### config.mk
export PLATFORM = sky130hd
export DESIGN_NAME = csr_unit
export DESIGN_NICKNAME = d
export VERILOG_FILES = /design/src/rtl/csr_unit.sv
export SDC_FILE = /design/constraint.sdc
export NUM_CORES = 1
export LEC_CHECK = 0
export CAP_MARGIN = 40
export CORE_ASPECT_RATIO = 1.4
export CORE_MARGIN = 2
export CORE_UTILIZATION = 45
export DETAILED_ROUTE_END_ITERATION = 6
export PLACE_DENSITY = 0.64
export SLEW_MARGIN = 20
export SYNTH_ARGS = -nofsm -noshare
export SYNTH_HDL_FRONTEND = slang
export SYNTH_SLANG_ARGS = --single-unit
export TNS_END_PERCENT = 50
### constraint.sdc
create_clock -name clk -period 8.3 [get_ports clk]
set_input_delay 1.66 -clock clk [delete_from_list [all_inputs] [get_ports clk]]
set_output_delay 1.66 -clock clk [all_outputs]
set_load 0.02 [all_outputs]
### src/rtl/csr_unit.sv
// Machine/supervisor CSR file and privilege-mode controller for the RV32I core.
// Combinational CSR read/legality check, registered state updates and trap/return redirect.
module csr_unit #(
  parameter logic [31:0] MTVEC_RST = 32'h0000_0100,
  parameter logic [31:0] MISA_VAL  = 32'h4014_0100
) (
  input  logic        clk,
  input  logic        rst,
  input  logic [1:0]  csr_op,
  input  logic [11:0] csr_addr,
  input  logic [31:0] csr_wdata,
  input  logic [1:0]  priv_ret,
  input  logic        exc_valid,
  input  logic [3:0]  exc_cause,
  input  logic [31:0] exc_pc,
  input  logic        retire_valid,
  output logic [31:0] csr_rdata,
  output logic        illegal,
  output logic        redirect_valid,
  output logic [31:0] redirect_pc,
  output logic [1:0]  priv_mode
);

  localparam logic [1:0]  PRIV_U = 2'b00;
  localparam logic [1:0]  PRIV_M = 2'b11;
  localparam logic [31:0] SSTATUS_MASK = 32'h0000_0122;

  logic [1:0]  priv;
  logic        sie, mie, spie, mpie, spp;
  logic [1:0]  mpp;
  logic [31:0] mtvec, mepc, mcause, mscratch;
  logic [31:0] stvec, sepc, scause, sscratch;
  logic [63:0] mcycle, minstret;
  logic [63:0] cycle_nxt, instret_nxt;
  logic [31:0] mstatus_val, rd_val, wval;
  logic        addr_ok, csr_active, csr_write, csr_illegal;
  logic        ret_active, ret_illegal, do_csr, do_mret, do_sret;

  assign priv_mode   = priv;
  assign mstatus_val = {19'b0, mpp, 2'b0, spp, mpie, 1'b0, spie, 1'b0, mie, 1'b0, sie, 1'b0};

  always_comb begin
    rd_val  = '0;
    addr_ok = 1'b1;
    case (csr_addr)
      12'h100: rd_val = mstatus_val & SSTATUS_MASK;
      12'h105: rd_val = stvec;
      12'h140: rd_val = sscratch;
      12'h141: rd_val = sepc;
      12'h142: rd_val = scause;
      12'h300: rd_val = mstatus_val;
      12'h301: rd_val = MISA_VAL;
      12'h305: rd_val = mtvec;
      12'h340: rd_val = mscratch;
      12'h341: rd_val = mepc;
      12'h342: rd_val = mcause;
      12'hB00: rd_val = mcycle[31:0];
      12'hB02: rd_val = minstret[31:0];
      12'hB80: rd_val = mcycle[63:32];
      12'hB82: rd_val = minstret[63:32];
      12'hF14: rd_val = '0;
      default: addr_ok = 1'b0;
    endcase
  end

  // csrrs with a zero mask is a pure read, so it may touch read-only space
  assign csr_active  = (csr_op == 2'b01) || (csr_op == 2'b10);
  assign csr_write   = (csr_op == 2'b01) || ((csr_op == 2'b10) && (csr_wdata != '0));
  assign csr_illegal = csr_active && (!addr_ok || (priv < csr_addr[9:8]) ||
                                      ((csr_addr[11:10] == 2'b11) && csr_write));
  assign ret_active  = (priv_ret == 2'b01) || (priv_ret == 2'b10);
  assign ret_illegal = ((priv_ret == 2'b01) && (priv != PRIV_M)) ||
                       ((priv_ret == 2'b10) && (priv == PRIV_U));

  assign illegal   = ret_active ? ret_illegal : csr_illegal;
  assign csr_rdata = csr_illegal ? '0 : rd_val;
  assign wval      = (csr_op == 2'b01) ? csr_wdata : (rd_val | csr_wdata);

  assign do_mret = !exc_valid && (priv_ret == 2'b01) && !ret_illegal;
  assign do_sret = !exc_valid && (priv_ret == 2'b10) && !ret_illegal;
  assign do_csr  = !exc_valid && !ret_active && csr_write && !csr_illegal;

  // a write to either half replaces the increment for the full 64-bit counter
  always_comb begin
    cycle_nxt   = mcycle + 64'd1;
    instret_nxt = minstret + {63'b0, retire_valid};
    if (do_csr) begin
      case (csr_addr)
        12'hB00: cycle_nxt   = {mcycle[63:32], wval};
        12'hB80: cycle_nxt   = {wval, mcycle[31:0]};
        12'hB02: instret_nxt = {minstret[63:32], wval};
        12'hB82: instret_nxt = {wval, minstret[31:0]};
        default: ;
      endcase
    end
  end

  always_ff @(posedge clk) begin
    if (rst) begin
      priv           <= PRIV_M;
      {sie, mie, spie, mpie, spp} <= '0;
      mpp            <= '0;
      mtvec          <= MTVEC_RST;
      mepc           <= '0;
      mcause         <= '0;
      mscratch       <= '0;
      stvec          <= '0;
      sepc           <= '0;
      scause         <= '0;
      sscratch       <= '0;
      mcycle         <= '0;
      minstret       <= '0;
      redirect_valid <= 1'b0;
      redirect_pc    <= '0;
    end else begin
      mcycle         <= cycle_nxt;
      minstret       <= instret_nxt;
      redirect_valid <= 1'b0;
      if (exc_valid) begin
        mepc           <= exc_pc & ~32'h3;
        mcause         <= {28'b0, exc_cause};
        mpie           <= mie;
        mie            <= 1'b0;
        mpp            <= priv;
        priv           <= PRIV_M;
        redirect_valid <= 1'b1;
        redirect_pc    <= {mtvec[31:2], 2'b00};
      end else if (do_mret) begin
        priv           <= mpp;
        mie            <= mpie;
        mpie           <= 1'b1;
        mpp            <= PRIV_U;
        redirect_valid <= 1'b1;
        redirect_pc    <= mepc;
      end else if (do_sret) begin
        priv           <= {1'b0, spp};
        sie            <= spie;
        spie           <= 1'b1;
        spp            <= 1'b0;
        redirect_valid <= 1'b1;
        redirect_pc    <= sepc;
      end else if (do_csr) begin
        case (csr_addr)
          12'h100: begin
            sie  <= wval[1];
            spie <= wval[5];
            spp  <= wval[8];
          end
          12'h105: stvec    <= wval & ~32'h3;
          12'h140: sscratch <= wval;
          12'h141: sepc     <= wval & ~32'h3;
          12'h142: scause   <= wval;
          12'h300: begin
            sie  <= wval[1];
            mie  <= wval[3];
            spie <= wval[5];
            mpie <= wval[7];
            spp  <= wval[8];
            if (wval[12:11] != 2'b10) mpp <= wval[12:11];
          end
          12'h305: mtvec    <= wval & ~32'h3;
          12'h340: mscratch <= wval;
          12'h341: mepc     <= wval & ~32'h3;
          12'h342: mcause   <= wval;
          default: ;
        endcase
      end
    end
  end

endmodule

# After elaboration in Yosys (flattened, before gate mapping)
# Cells that the tools add are included.
# word_totals
input_bits	88
regBits	418
output_inout_bits	68
word_cells	165
# classes
n_mux	51
n_lt_le_gt_ge	1
reduce_logical	53
bitwise	4
eq_ne	31
n_addsub	2
# op_table
operator	count
$pmux W32 S15	1
$mux W32	10
$pmux W64 S2	2
$mux W64	2
$eq A12 B10 Y1 const B	6
$add A64 B1 Y64	1
$add A64 B1 Y64 const B	1
$eq A12 B12 Y1 const B	5
$eq A12 B9 Y1 const B	5
$or A32 B32 Y32	1
$reduce_bool A32 Y1	1
$reduce_and A5 Y1	6
$mux W1	23
$mux W4	5
$reduce_and A4 Y1	5
$ne A2 B2 Y1 const B	9
$mux W2	8
$reduce_bool A2 Y1	8
$reduce_or A16 Y1	1
$logic_and A1 B1 Y1	12
$reduce_bool A3 Y1	4
$eq A2 B2 Y1 const B	3
$logic_or A1 B1 Y1	6
$reduce_and A3 Y1	2
other kinds (7)	15

# Depth between registers and ports, before layout
# Gate-level depths: netlist of run 1.
# depth
ltp_word	13
depth_mapped	13
ltp_nobuf	10

# Least setup slack after synthesis of run 1
# No wires, ideal clock.
# synth_timing
path_type	input to output
startpoint	input port csr_addr[6]
endpoint	output port csr_rdata[12]
arrival_ns	3.843
stages	9
path_buffers	3
t_required_ns	6.640
path_slack_ns	2.797
cell_sequence	buf_2 nor4b_2 nand3_2 o311a_1 nand3_1 buf_2 nand2_1 clkbuf_1 nor2_1
# synth_via
elab_chain_len	8
elab_cells_between_ends	24
classes_between	16 x eq/ne; 3 x mux; 5 x reduce/logical
# synth_lines
item	line	text
from (decl)	10	input logic [11:0] csr_addr,
$eq A12 B10 Y1, or another cell as far along	45	case (csr_addr)
$reduce_or A16 Y1 (no source line)	-	
$mux W1	45	
$logic_not A1 Y1	69	assign csr_illegal = csr_active && (!addr_ok || (priv < csr_addr[9:8]) ||
$logic_or A1 B1 Y1 (2 in series)	69	
$logic_and A1 B1 Y1	69	
$mux W32 (*)	76	assign csr_rdata = csr_illegal ? '0 : rd_val;
to (decl)	17	output logic [31:0] csr_rdata,
# Every way passes the cells marked *; elsewhere a longest branch is shown, timed or not.

# Worst setup path in the final report of run 1
# layout_timing
startpoint	input port csr_addr[7]
endpoint	output port csr_rdata[5]
# Same word-level chain as after synthesis.

==> results.md, run 1 <==
Run status
* outcome: complete, but fails checks
* violations in the final reports: DRC

Clocking
* clock latency reported for the late side of the worst-skew pair: 0.62 ns
* Resized cells post-CTS: 0
* number of buffers added for setup after CTS: 0
* root cell of the clock tree: clkbuf_16
* number of buffers inserted by hold repair at cts: 0
* Num Clock Sinks: 416
* number of levels the H-tree was split into: 2
* clk buf depth: 3
* total clock buffers created by CTS: 45
* clock tree from TritonCTS: yes
* clock-pin slew on the worst setup and hold paths: 0.07 ns

Setup path
* critical path, cell by cell: clkdlybuf4s50_1, buf_4, nor4_2, buf_12, and3_1, a32oi_1, nand3_1, a2111oi_0, buf_4, nor2_1, clkdlybuf4s50_1
* required time reported for the critical path endpoint: 6.64 ns
* type of element capturing the critical path: output pin
* data arrival time of the critical path: 5.67 ns
* largest fanout on the critical path: 21
* Critical Path Slowest Stage Cell: clkdlybuf4s50_1
* Bufs and invs on worst path: 5
* startpoint kind of the worst setup timing path: input port
* Setup Crit Path Kind: input port to output pin
* Top delay family on crit path: buffers and inverters
* peak per-stage delay on the critical path: 0.80 ns

GRT
* global router's overall resource usage: 43.94%
* Congestion Overflow GR: 0
* wire length of the first global-routing pass: 174,000 µm
* pin count of the biggest net entering global routing: 159
* via count of the first global-routing pass: 24,940
* antenna violations before repair: 7

Synthesis
* synthesized netlist cell count: 3,170
* per-instance average area after synthesis: 7.394 µm²
* cell type with the largest total area after synthesis: dfxtp_1
* top area cells in the synthesized netlist: dfxtp_1 36%, a21oi_1 8.3%, nand2_1 7.2%
* number of synthesized flops with an enable pin: 0
* total standard cell area after synthesis: 23,440 µm²
* fraction of registers with async set or reset after synthesis: 0%
* portion of the post-synthesis area used by sequential elements: 35.53%
* synthesized flop and latch total: 416
* top flip-flop cell by instance count after synthesis: dfxtp_1
* number of distinct library cells after synthesis: 92
* Synth warnings: 0
* share of Yosys cell area claimed by the top area cell type: 35.53%

Detailed routing
* count of unresolved DRC violations after routing: 1
* DRT iter0 DRCs: 3,847
* Post-DRT Antenna Nets: 0
* length of the first detailed-routing pass in iterations: 7
* per-cell via count in the routed design: 6.848
* total routed wirelength: 121,500 µm
* via count: 26,990
* drt wl/cell: 30.84 µm

Placed design
* final weighted congestion in routability-driven placement: 1.077
* HPWL after DPL: 86,660 µm
* number of input and output port buffers inserted: 151

Finish
* layout-stage area growth over the synthesis result: 17.87%
* number of nets at the end of the flow: 3,339
* share of layout cells above drive strength 1: 9.790%

Power
* net switching power figure: 1247 µW
* Leak: 0.008793 µW
* power density relative to cell area: 168.0 nW/µm²
* sequential cell fraction of total power: 43.8%
* Clk network pwr share: 47.2%
* fraction of power spent switching nets: 26.88%
* portion of total power attributed to combinational logic: 9.0%
* maximum resistive drop on vdd: 194.4 µV
* Internal Power: 3393 µW

Timing
* worst hold-check slack: 0.4521 ns
* achievable frequency: 136.4 MHz
* Worst Skew: 0.02805 ns
* number of endpoints failing setup at the final stage: 0
* slew margin rel.: 36.34%
* number of max-slew violations in the final report: 0
* RSZ-0062 raised after global routing: no
* measured slew at the worst slew-check pin: 0.9485 ns
* accumulated negative setup slack: 0 ns
* final worst path period need: 7.333 ns
* total count of hold-check failures in the final report: 0
* final critical-path share of the clock period: 88.35%

Floorplanning
* starting density of the core: 45.27%
* die area: 53,950 µm²
* floorplan die width: 196.9 µm
* number of ports placed on the die boundary: 156
* row cnt: 99
* Placeable Area: 51,780 µm²
* height of the die: 274.0 µm

Run
* reported max-cap violation count: 0

Worst hold path
* Worst Hold Class: register to register

==> power by group through the flow <==
stage | Clock (µW) | Combinational (µW) | Sequential (µW)
after floorplan | 0 | 202 | 2070
after global placement | 0 | 387 | 2080
after detailed placement | 0 | 396 | 2080
after CTS | 2190 | 397 | 2030
after global routing | 2270 | 427 | 2030
final | 2190 | 418 | 2030
==> path summary, 6_finish.rpt <==
check / startpoint / to / slack (ns) / depth (start not counted)
setup / recovery: csr_addr[7] / csr_rdata[5] / 0.97 / 11
hold / removal: sscratch[23] / sscratch[23] / 0.45 / 2
setup reg to reg: minstret[0] / minstret[62] / 4.77 / 11
hold reg to reg: sscratch[23] / sscratch[23] / 0.45 / 2
==> cell usage after synthesis, types with 8 or more instances <==
| cell type | count |
|---|---|
| nand2b_1 | 23 |
| o21bai_1 | 26 |
| nor2_1 | 350 |
| and4_1 | 11 |
| buf_1 | 16 |
| o21ai_0 | 97 |
| a211oi_1 | 71 |
| clkbuf_1 | 190 |
| a21oi_1 | 389 |
| buf_2 | 73 |
| nand3_1 | 112 |
| or3_1 | 18 |
| or4_1 | 11 |
| o31a_1 | 11 |
| nand2_1 | 448 |
| nand3b_1 | 20 |
| a22oi_1 | 80 |
| o32ai_1 | 39 |
| mux2i_1 | 62 |
| o21ai_1 | 12 |
| and2_1 | 20 |
| dfxtp_1 | 416 |
| nor3_2 | 10 |
| nor3_1 | 136 |
| a31oi_1 | 32 |
| o22ai_1 | 17 |
| nand4_1 | 74 |
| ha_1 | 8 |
| o211ai_1 | 19 |
| o2bb2ai_1 | 23 |
| nor4_1 | 39 |
| or2_2 | 10 |
| a32oi_1 | 19 |
| a2111oi_0 | 10 |
| and3_1 | 33 |
| mux2_2 | 16 |
| inv_1 | 56 |
| a22o_1 | 26 |
==> cell families (layout without fill, tap and decap cells) <==
kind of cell / Yosys count / count (layout) / share of synthesized area, %
and+or+nand+nor: 1371 / 1371 / 28.32
AOI/OAI and AO/OA: 946 / 946 / 25.95
DFF: 416 / 416 / 35.53
buffers and inverters: 344 / 452 / 6.048
muxes: 79 / 79 / 3.513
adders and majority gates: 9 / 9 / 0.4698
xor gates and xnor gates: 4 / 4 / 0.1495
other: 1 / 8 / 0.01600
==> metal layers <==
layer  global-route usage [%]  vias up  wire (µm)  share of wire (%)
met1                    54.49    12860      44610                 37
met3                    8.401      486      13320                 11
met2                    67.63     1911      52720                 43
met4                    32.98        2      10870                8.9
li1                         -    11730          -                  -
met5                        0        -         16              0.013
==> state kept, by name (all words and copies together) (netlist names), 32 cells and up <==
name,cells
mcause,32
mscratch,32
sscratch,32
minstret,64
mcycle,64
scause,32
==> metrics by stage <==
step	utilization (%)	power, µW	setup WS [ns]	instances	instance area (µm²)
2_1_floorplan	-	2273	2.797	3171	23440
3_3_place_gp	49.74	2463	0.9843	3826	25750
3_5_place_dp	50.12	2473	1.150	3844	25950
4_1_cts	53.14	4623	1.140	3927	27520
5_1_grt	53.33	4730	0.9977	3935	27610
6_report	53.36	4640	0.9668	3941	27630
==> layout by cell type, fill, tap and decap left out, types with 19 or more instances in the layout <==
cell type	instances
a211oi_1	71
a21oi_1	386
a22o_1	26
a22oi_1	80
a31oi_1	32
a32oi_1	19
and2_1	20
and3_1	32
buf_4	140
clkbuf_16	45
clkdlybuf4s50_1	148
dfxtp_1	416
inv_1	55
mux2i_1	62
nand2_1	448
nand2b_1	23
nand3_1	112
nand3b_1	20
nand4_1	74
nor2_1	349
nor3_1	130
nor4_1	36
o211ai_1	19
o21ai_0	97
o21bai_1	24
o2bb2ai_1	23
o32ai_1	39
==> worst min-delay path, stage by stage, from the launching register on <==
cell     delay [ns]
dfxtp_1        0.31
nand2_1        0.05
a21oi_1        0.05
==> cell type report <==
type                    count  area (µm²)
fillers                  5069       24150
multi-input cells        2411       13820
flip-flops and latches    416        8328
repair buffers            313        2867
clock buffers              67        1299
well taps                 656       820.8
clock inverters            16       265.3
inverters                  56       210.2
diodes                      6       15.01
No activity file was read; power rests on OpenSTA's default activity.
==> run 2: changes to the inputs <==
Clock period 8.3 ns to 9.5 ns, I/O delays scaled along.
==> run 2 against run 1 <==
Against the previous run:
- clock skew is 0.015 ns lower
- non-clock buffer count shrank 10
- worst setup slack gained 0.57 ns
- count of clock-buffer cells in the layout grew 3
- the flow now finishes without violations
- wire length decreased by 2.5%
- cell area fell by 0.47%
- total power is 15% lower
- utilization fell by 0.25 points
- highest routed layer unchanged
- via count is 0.17% lower
- cell count is 0.46% lower
- critical path depth unchanged
- clock power decreased by 18%
==> results.md, run 2 (same netlist as run 1, synthesis figures left out) <==
Placed design
* final weighted congestion in routability-driven placement: 1.068
* placed cells: 3,829
* number of input and output port buffers inserted: 151
* HPWL after DPL: 84,550 µm

Finish
* share of layout cells above drive strength 1: 9.678%
* number of nets at the end of the flow: 3,329
* Regs by FF count: mcycle x64, minstret x64
* post-route insts no fill: 3,923
* commonest cells after routing, fill and taps aside: 448 x nand2_1, 416 x dfxtp_1, 386 x a21oi_1
* most common cell after layout, fill and taps aside: nand2_1
* layout-stage area growth over the synthesis result: 17.31%

Detailed routing
* DRT iter0 DRCs: 3,919
* drt wl/cell: 30.19 µm
* Post-DRT Antenna Nets: 0
* per-cell via count in the routed design: 6.868
* count of unresolved DRC violations after routing: 0
* length of the first detailed-routing pass in iterations: 6
* total routed wirelength: 118,400 µm
* via count: 26,940

Power
* power density relative to cell area: 142.7 nW/µm²
* Final Power: 3923 µW
* maximum resistive drop on vdd: 113.5 µV
* Leak: 0.008744 µW

Run
* reported max-cap violation count: 0

Setup path
* largest fanout on the critical path: 21
* cell type with the highest occurrence count on the critical path: buf_4
* required time reported for the critical path endpoint: 7.60 ns
* Critical Path Slowest Stage Cell: nor4b_2
* peak per-stage delay on the critical path: 0.78 ns
* startpoint kind of the worst setup timing path: input port
* R2R depth: 9
* minimum setup slack among reg-to-reg paths: 5.41 ns
* data arrival time of the critical path: 6.06 ns
* Critical Path Start: csr_addr[3]
* critical path, cell by cell: clkdlybuf4s50_1, nor4b_2, buf_4, nand3_2, o311a_1, nand3_1, buf_4, nand2_1, buf_4, nor2_1, clkdlybuf4s50_1
* launch instance of the worst register-to-register path: priv_mode[1]
* type of element capturing the critical path: output pin
* capture point of the worst reg-to-reg path: scause[14]
* end point of the critical path: csr_rdata[20]
* Setup Crit Path Kind: input port to output pin

Clocking
* number of levels the H-tree was split into: 2
* clk buf depth: 3
* root cell of the clock tree: clkbuf_16
* clock tree from TritonCTS: yes
* number of buffers added for setup after CTS: 0
* total clock buffers created by CTS: 45
* Num Clock Sinks: 416
* Resized cells post-CTS: 0
* clock-pin slew on the worst setup and hold paths: 0.06 ns
* clock latency reported for the late side of the worst-skew pair: 0.61 ns
* number of buffers inserted by hold repair at cts: 0

Floorplanning
* die area: 53,950 µm²
* row cnt: 99
* number of ports placed on the die boundary: 156
* starting density of the core: 45.27%
* Placeable Area: 51,780 µm²
* height of the die: 274.0 µm
* floorplan die width: 196.9 µm

GRT
* global router's overall resource usage: 42.82%
* wire length of the first global-routing pass: 170,300 µm
* Congestion Overflow GR: 0
* pin count of the biggest net entering global routing: 167
* via count of the first global-routing pass: 25,080
* antenna violations before repair: 3

Timing
* total count of hold-check failures in the final report: 0
* Worst Skew: 0.01332 ns
* final critical-path share of the clock period: 83.78%
* achievable frequency: 125.6 MHz
* accumulated negative setup slack: 0 ns
* final worst path period need: 7.959 ns
* slew margin rel.: 33.62%
* number of endpoints failing setup at the final stage: 0
* number of max-slew violations in the final report: 0
* RSZ-0062 raised after global routing: no
* measured slew at the worst slew-check pin: 0.9866 ns
* worst hold-check slack: 0.4493 ns

Run status
* outcome: completed

Worst hold path
* Worst Hold Class: register to register

run 2: layout make-up:
| class | count | area (µm²) |
|---|---|---|
| Clock buffer | 70 | 1351 |
| Antenna cell | 2 | 5.005 |
| Sequential cell | 416 | 8328 |
| Timing Repair Buffer | 303 | 2805 |
| Inverter | 56 | 210.2 |
| Fill cell | 4941 | 24280 |
| Multi-Input combinational cell | 2411 | 13880 |
| Clock inverter | 9 | 98.84 |
| Tap cell | 656 | 820.8 |
run 2: power breakdown:
group / total (µW) / leakage, µW / switching, µW / internal [µW]
Combinational: 360 / 0.00467 / 253 / 108
Clock: 1790 / 0.000712 / 781 / 1010
Sequential: 1780 / 0.00336 / 16.2 / 1760
Total: 3920 / 0.00874 / 1050 / 2870
run 2: worst max-delay path, delay by kind of cell:
family	cells	cell delay, ns
AO/OA/AOI/OAI	1	0.29
buffers and inverters	5	2.25
AND/OR/NAND/NOR	5	1.57
run 2: how the worst min path moves through the flow:
stage	from	cells past startpoint	to	slack [ns]
6_report	mcause[15]	2	mcause[15]	0.45
5_1_grt	mcause[15]	2	mcause[15]	0.46
4_1_cts	mcause[4]	2	mcause[4]	0.45
3_5_place_dp	mcause[4]	2	mcause[4]	0.44
3_3_place_gp	scause[9]	2	scause[9]	0.44
2_1_floorplan	scause[1]	2	scause[1]	0.43
run 2: per-layer routing:
metal	up-vias	global-route usage (%)	routed length (µm)
met2	2049	65.09	50760
met4	2	32.41	10730
met5	-	0	16
met1	12670	51.88	43060
met3	538	11.09	13880
li1	11680	-	-
run 2: per-stage QoR:
step	area (µm²)	util, %	worst slack, ns
detailed placement	25920	50.07	1.734
floorplan	23440	-	3.517
finish	27500	53.11	1.541
global placement	25520	49.28	1.568
CTS	27370	52.87	1.722
global route	27490	53.10	1.517
